File: src/rtl/load_image_writer.sv
// load_image_writer: dumps a program image as ASCII load-file text.
// Ports: clock/reset (sync, active-high), start + dataOffset/initPC/
//   wordCount request, memRdEn/memAddr/memData byte read port (1-cycle
//   latency), charOut/charValid/charReady char stream, busy, done.
module load_image_writer #(
  parameter int ADDR_W = 16
) (
  input  logic              clock,
  input  logic              reset,
  input  logic              start,
  input  logic [15:0]       dataOffset,
  input  logic [15:0]       initPC,
  input  logic [15:0]       wordCount,
  output logic              memRdEn,
  output logic [ADDR_W-1:0] memAddr,
  input  logic [7:0]        memData,
  output logic [7:0]        charOut,
  output logic              charValid,
  input  logic              charReady,
  output logic              busy,
  output logic              done
);

  typedef enum logic [3:0] {
    IDLE, HDR_SYM, HDR_DIG, HDR_NL,
    RD_HI, RD_LO, RD_WAIT,
    W_SYM, W_DIG, W_NL, FIN
  } state_t;

  state_t            state_q, state_d;
  logic [15:0]       pc_q, pc_d;
  logic [15:0]       wc_q, wc_d;
  logic [15:0]       idx_q, idx_d;
  logic              hdr_q, hdr_d;
  logic [7:0]        hi_q, hi_d;
  // Value being printed, top-aligned so [17:15] is the next digit.
  logic [17:0]       sh_q, sh_d;
  logic [2:0]        cnt_q, cnt_d;
  logic              rd_q, rd_d;
  logic [ADDR_W-1:0] addr_q, addr_d;
  logic [7:0]        chr_q, chr_d;
  logic              vld_q, vld_d;
  logic              busy_q, busy_d;
  logic              done_q, done_d;

  logic              acc;
  logic [7:0]        dchr;
  logic [15:0]       idx_n;

  function automatic logic [ADDR_W-1:0] baddr(
    input logic [15:0] w,
    input logic        b
  );
    // Byte address 2w+b, wrapping modulo 2^ADDR_W.
    baddr = ADDR_W'({w, b});
  endfunction

  assign acc   = vld_q && charReady;
  assign dchr  = 8'h30 + {5'b0, sh_q[17:15]};
  assign idx_n = idx_q + 16'd1;

  always_comb begin
    state_d = state_q;
    pc_d    = pc_q;
    wc_d    = wc_q;
    idx_d   = idx_q;
    hdr_d   = hdr_q;
    hi_d    = hi_q;
    sh_d    = sh_q;
    cnt_d   = cnt_q;
    rd_d    = rd_q;
    addr_d  = addr_q;
    chr_d   = chr_q;
    vld_d   = vld_q;
    busy_d  = busy_q;
    done_d  = 1'b0;
    unique case (state_q)
      IDLE: begin
        if (start) begin
          pc_d    = initPC;
          wc_d    = wordCount;
          idx_d   = '0;
          hdr_d   = 1'b0;
          sh_d    = {2'b0, dataOffset};
          chr_d   = 8'h2A;
          vld_d   = 1'b1;
          busy_d  = 1'b1;
          state_d = HDR_SYM;
        end
      end
      HDR_SYM, W_SYM: begin
        if (acc) begin
          chr_d   = dchr;
          sh_d    = sh_q << 3;
          cnt_d   = '0;
          state_d = (state_q == HDR_SYM) ? HDR_DIG : W_DIG;
        end
      end
      HDR_DIG, W_DIG: begin
        if (acc) begin
          if (cnt_q == 3'd5) begin
            chr_d   = 8'h0A;
            state_d = (state_q == HDR_DIG) ? HDR_NL : W_NL;
          end else begin
            chr_d = dchr;
            sh_d  = sh_q << 3;
            cnt_d = cnt_q + 3'd1;
          end
        end
      end
      HDR_NL: begin
        if (acc) begin
          if (!hdr_q) begin
            hdr_d   = 1'b1;
            sh_d    = {2'b0, pc_q};
            chr_d   = 8'h40;
            state_d = HDR_SYM;
          end else if (wc_q == 16'd0) begin
            vld_d   = 1'b0;
            busy_d  = 1'b0;
            done_d  = 1'b1;
            state_d = FIN;
          end else begin
            vld_d   = 1'b0;
            rd_d    = 1'b1;
            addr_d  = baddr(idx_q, 1'b0);
            state_d = RD_HI;
          end
        end
      end
      RD_HI: begin
        addr_d  = baddr(idx_q, 1'b1);
        state_d = RD_LO;
      end
      RD_LO: begin
        // Data for the even (high) byte lands this cycle.
        hi_d    = memData;
        rd_d    = 1'b0;
        state_d = RD_WAIT;
      end
      RD_WAIT: begin
        sh_d    = {2'b0, hi_q, memData};
        chr_d   = 8'h2D;
        vld_d   = 1'b1;
        state_d = W_SYM;
      end
      W_NL: begin
        if (acc) begin
          idx_d = idx_n;
          vld_d = 1'b0;
          if (idx_n == wc_q) begin
            busy_d  = 1'b0;
            done_d  = 1'b1;
            state_d = FIN;
          end else begin
            rd_d    = 1'b1;
            addr_d  = baddr(idx_n, 1'b0);
            state_d = RD_HI;
          end
        end
      end
      FIN: state_d = IDLE;
      default: state_d = IDLE;
    endcase
  end

  always_ff @(posedge clock) begin
    if (reset) begin
      state_q <= IDLE;
      pc_q    <= '0;
      wc_q    <= '0;
      idx_q   <= '0;
      hdr_q   <= 1'b0;
      hi_q    <= '0;
      sh_q    <= '0;
      cnt_q   <= '0;
      rd_q    <= 1'b0;
      addr_q  <= '0;
      chr_q   <= '0;
      vld_q   <= 1'b0;
      busy_q  <= 1'b0;
      done_q  <= 1'b0;
    end else begin
      state_q <= state_d;
      pc_q    <= pc_d;
      wc_q    <= wc_d;
      idx_q   <= idx_d;
      hdr_q   <= hdr_d;
      hi_q    <= hi_d;
      sh_q    <= sh_d;
      cnt_q   <= cnt_d;
      rd_q    <= rd_d;
      addr_q  <= addr_d;
      chr_q   <= chr_d;
      vld_q   <= vld_d;
      busy_q  <= busy_d;
      done_q  <= done_d;
    end
  end

  assign memRdEn   = rd_q;
  assign memAddr   = addr_q;
  assign charOut   = chr_q;
  assign charValid = vld_q;
  assign busy      = busy_q;
  assign done      = done_q;

endmodule

File: config.mk
export PLATFORM = sky130hd
export DESIGN_NAME = load_image_writer
export DESIGN_NICKNAME = d
export VERILOG_FILES = /design/src/rtl/load_image_writer.sv
export SDC_FILE = /design/constraint.sdc
export NUM_CORES = 1
export LEC_CHECK = 0
export CORE_MARGIN = 3
export CORE_UTILIZATION = 40
export DETAILED_ROUTE_END_ITERATION = 12
export MAX_ROUTING_LAYER = met4
export PLACE_DENSITY = 0.63
export SKIP_LAST_GASP = 1
export SYNTH_ARGS = -nofsm -noshare
export SYNTH_HDL_FRONTEND = slang
export SYNTH_SLANG_ARGS = --single-unit
export TNS_END_PERCENT = 100
File: constraint.sdc
create_clock -name clock -period 3.33 [get_ports clock]
set_input_delay 0.666 -clock clock [delete_from_list [all_inputs] [get_ports clock]]
set_output_delay 0.666 -clock clock [all_outputs]
set_load 0.01 [all_outputs]
* Word level (Yosys, flattened, before mapping)
Cells that the tools add are included.
** Storage, ports and cells
- Logic and storage cells :: 130
- Output and inout bits :: 28
- Register bits after elaboration :: 110
** Cells by class
- Add/subtract/negate cells :: 3
- Mux-type cells :: 65
- Reduce and logical (&&, ||, !) cells :: 24
- Equal/unequal tests :: 24
** Operators with widths (number)
- 16-bit two-way mux :: 7
- 18-bit two-way mux :: 6
- 18-bit case mux with 5 select lines :: 1
- 16-bit case mux with 3 select lines :: 1
- 4-bit two-way mux :: 11
- 8-bit two-way mux :: 5
- 8-bit case mux with 5 select lines :: 1
- 16-bit case mux with 2 select lines :: 1
- 4-bit case mux with 8 select lines :: 1
- 2-bit != test (second input constant) :: 13
- 6-bit AND reduction :: 4
- 1-bit two-way mux :: 21
- 16-bit by 1-bit adder with 16-bit output (second input constant) :: 1
- 16-bit equality test :: 1
- 4-bit by 3-bit equality test with 1-bit output (second input constant) :: 4
- 16-bit logical NOT :: 1
- 7-bit AND reduction :: 2
- 3-bit two-way mux :: 3
- 3-bit nonzero test :: 3
- 4-bit by 2-bit equality test with 1-bit output (second input constant) :: 2
- 4-bit equality test (second input constant) :: 2
- 6-bit by 3-bit adder with 7-bit output (first input constant) :: 1
- 7-bit two-way mux :: 1
- 1-bit case mux with 3 select lines :: 2
- 16 further kinds :: 21

* Longest topological paths before layout
Gate-level depths: netlist of run 1.
- Depth in word-level cells :: 5
- Depth in mapped cells :: 10
- Mapped depth without buffers :: 8

* Worst setup path after synthesis of run 1
OpenSTA, ideal clock, no wires.
- Path kind :: flip-flop to flip-flop
- Start point :: register idx_q[1]
- End point :: register addr_q[11] (netlist: memAddr[11])
- Path buffers :: 1
- Slack :: 0.639 ns
- Arrival time :: 2.575 ns
- Stages on the path, launching flop included :: 10
- Library setup time :: 0.116 ns
- Cell sequence :: dfxtp_1 ha_1 nand3_1 or3_1 a2111oi_2 nand4_1 a2111oi_4 a21boi_2 buf_6 o211a_1
** On the way
- Longest elaborated chain between the ends :: 4
** Ends and longest elaborated chain
- start, declared :: RTL line 33 : logic [15:0] idx_q, idx_d;
- start signal, assigned :: RTL line 187 : idx_q <= idx_d;
- 16-bit by 1-bit adder with 16-bit output (*) :: RTL line 60 : assign idx_n = idx_q + 16'd1;
- 16-bit equality test / 16-bit two-way mux (equally long branches) :: RTL line 151 : if (idx_n == wc_q) begin
- 2-bit != test (no source line) / 16-bit two-way mux (equally long branches)
- 6-bit AND reduction (no source line) / 16-bit case mux with 3 select lines (equally long branches)
- end signal, assigned :: RTL line 193 : addr_q <= addr_d;
- end, declared :: RTL line 40 : logic [ADDR_W-1:0] addr_q, addr_d;
Mark *: on every way between the ends. The rest lies on a longest branch, timed or not. The select of a mux whose other input is x is not followed.
A chain may end at the register's enable or synchronous reset.

* Worst setup path after layout of run 1
- Start point :: register idx_q[1]
- End point :: register addr_q[14] (netlist: memAddr[14])
The elaborated chain is that of the path after synthesis.

==> results of run 1 <==
-- power breakdown --
part           switching, uW  leakage (uW)  internal [uW]
Combinational           1230       0.00156            862
Clock                    528      0.000149            566
Sequential               227      0.000890           1570
-- state kept, by name, indices dropped and copies added (netlist names) --
name       count
pc_q          16
busy           1
idx_q         16
done           1
charValid      1
hi_q           8
memAddr       16
state_q        4
cnt_q          3
memRdEn        1
hdr_q          1
charOut        7
wc_q          16
sh_q          18
-- cells in the mapped netlist, drive strengths merged (2+ instances only) --
library cell / number
xor2: 11
o31ai: 3
a22oi: 6
or3: 6
a2111oi: 2
nand2: 132
nor4: 7
and2: 2
a21oi: 65
o32ai: 2
o21a: 9
a211oi: 15
nand2b: 6
and3: 3
nor2: 91
clkbuf: 49
a311oi: 16
ha: 3
dfxtp: 109
xnor2: 26
or3b: 2
mux2i: 16
a2111o: 2
a31oi: 5
a41oi: 2
a21o: 3
buf: 15
o21ai: 18
o211ai: 6
and4: 2
a221oi: 4
o22ai: 3
nor3: 20
a21boi: 2
a32oi: 2
o211a: 5
inv: 7
nor3b: 2
nand3: 11
nand4: 10
or2: 2
nand3b: 2
a222oi: 16
or4: 4
-- logic make-up after synthesis --
kind of cell / after synthesis
AO/OA/AOI/OAI: 192
multiplexers: 16
other: 1
flip-flops: 109
XOR/XNOR: 37
buffers and inverters: 72
adder cells (fa/ha/maj): 3
AND/OR/NAND/NOR: 306
-- path summary, 6_finish.rpt --
| kind | start | to | slack [ps] |
|---|---|---|---|
| setup / recovery | idx_q[1] | memAddr[14] | 190 |
| hold / removal | pc_q[12] | pc_q[12] | 460 |
| setup reg to reg | idx_q[1] | memAddr[14] | 190 |
| hold reg to reg | pc_q[12] | pc_q[12] | 460 |
-- per-stage QoR --
stage,cells,setup WS (ps),total power [uW],area (um2)
final,981,186,4980,7180
after global routing,981,8.45,5330,7180
after CTS,981,182,5000,7180
after detailed placement,965,213,3900,6880
after global placement,965,356,3870,6880
after floorplan,736,639,3210,5980
-- cells in the final DEF (no fill, tap or decap), types with 5 or more instances in the layout --
master,instances
nor3_1,16
a211oi_2,8
nor2_1,91
a222oi_1,16
a22oi_1,6
o211ai_1,6
or3_1,5
a21oi_1,65
xor2_1,11
nand2_1,131
o21ai_0,17
nand4_1,8
clkbuf_16,9
inv_1,7
dfxtp_1,109
nand3_1,10
a311oi_1,16
o21a_1,9
o211a_1,5
clkdlybuf4s50_1,85
xnor2_1,25
buf_4,25
a31oi_1,5
a211oi_1,6
nand2b_1,6
mux2i_1,16
-- worst register-to-register path: stages (launching register included) --
cell	delay, ps
dfxtp_1	470
ha_1	320
nand3_1	160
or3_1	410
a2111oi_2	500
nand4_1	160
a2111o_2	560
buf_4	210
nor3_2	170
nor4_2	60
-- layer usage --
metal	global-route usage, %	wire length, um	vias up	part of all wire [%]
li1	-	-	2751	-
met5	-	0	-	0
met3	2.58	1080	21	6.5
met1	30.2	8000	2606	48
met4	5.99	229	0	1.4
met2	31.5	7440	207	44
-- final cells by class --
cell class,count,share of cell area (%)
multi-input cells,555,47.4
flip-flops and latches,109,30.4
repair buffers,110,14.5
clock buffers,11,3.52
well taps,184,3.21
clock inverters,5,0.644
inverters,7,0.366
==> impl_metrics.toml, run 1 <==
[clock_tree]
clockBufferDepth = 2
cts-htree-levels = 3
cts_tree = "done"
cts_setup_buffers = 0
cts_buffers = 9
root_buffer = "clkbuf_16"
post_cts_resized = 0
clk_latency_ps = 360
clk_pin_slew_worst_paths_ps = 80
cts_hold_buf = 0
clock-sinks = 109

[power_and_ir_drop]
p_leak_uw = 0.00260
power_density_mw_per_mm2 = 693
ir_drop_mv = 0.268

[drt]
drt-wirelength-per-cell_um = 17.1
vias_per_cell = 5.69
ant_nets = 0
vias = 5585
drc = 0
dr.pass1.iters = 9
drt-initial-drc-count = 698
drt_wl_total_um = 16700

[synthesis]
yosysSeqAreaShare_pct = 36.5
synth_top_area_cell = "dfxtp_1"
synth_top_family_by_area = "simple AND/OR/NAND/NOR gates"
synth-adder-area-share_pct = 0.627
synthMuxAreaShare_pct = 2.68
ys_async_sr_fraction_pct = 0
synth_compound_area_share_pct = 23.7
yosysWarnings = 0
synth_xor_xnor_area_share_pct = 5.54
synth_seq_cells = 109
yosys.area_share.simple_pct = 23.9
synth_ff_type = "dfxtp_1"
synth_area_leaders = "dfxtp_1, nand2_1, nor2_1"
avgSynthCellArea_um2 = 8.13
syn_inst = 736
synth-edff-count = 0
syn_area_mm2 = 0.00598
syn-num-nets = 799
ys_types = 74
synth_top_area_share_pct = 36.5

[grt]
grt_max_degree = 37
grtUsageTotal_pct = 21.2
grt_pass1_wl_um = 27300
antenna_found_initial = 0
grt_pass1_vias = 5271
grt_remaining_overflow = 0

[cells_and_area]
n_antenna_cell = 0
final_nets = 855
drive_gt1_share_pct = 9.79
regArea_mm2 = 0.00218
area_delta_synth_final_pct = 20.1
multi_input_area_mm2 = 0.00341
final_util_pct = 49.2
nFillCells = 1411

[min_path]
min_path_cells = 2
hold_path.class = "reg2reg"

[worst_setup_path]
endpoint_kind = "register"
critPathBufInv = 1
critPathLaunchType = "register"
crit_cells = 9
critical-path-top-delay-family = "compound AO/OA/AOI/OAI gates"
critical_path.slowest_cell = "a2111o_2"
max_stage_delay_ps = 560
required_ps = 3560
rr_worst_depth = 9
worstPathMaxFanout = 9
crit_chain = "ha_1, nand3_1, or3_1, a2111oi_2, nand4_1, a2111o_2, buf_4, nor3_2, nor4_2"
arrival_ps = 3370
path_class = "reg2reg"

[place]
gp_congestion = 0.909
io_buffers = 86
dp_hpwl_um = 11900

[timing]
max_clock_freq_ghz = 0.318
skew_ps = 5.42
worstMarginPinSlew_ps = 879
finalCritPeriodShare_pct = 94.4
min_period_ps = 3140
setup-tns-final_ps = 0
setup_viol = 0
max_slew_margin_pct = 41.4
rsz0062_at_grt = "false"
drv_slew = 0
hold_viol = 0
fin_hold_ws_ps = 459

[die]
die_h_um = 128
die_w_um = 128
dieArea_mm2 = 0.0165
num_rows = 44
core_area_mm2 = 0.0146
io_pins = 88
initial_core_util_pct = 41.0

[job]
maxCapViolCount = 0

[outcome]
status = "completed"
Power figures use the tool's default switching activity.
==> run 2: changes to the inputs <==
- CAP_MARGIN: not set -> 10
==> results of run 2 <==
The final DEF is identical to that of run 1; final timing and power are the same.
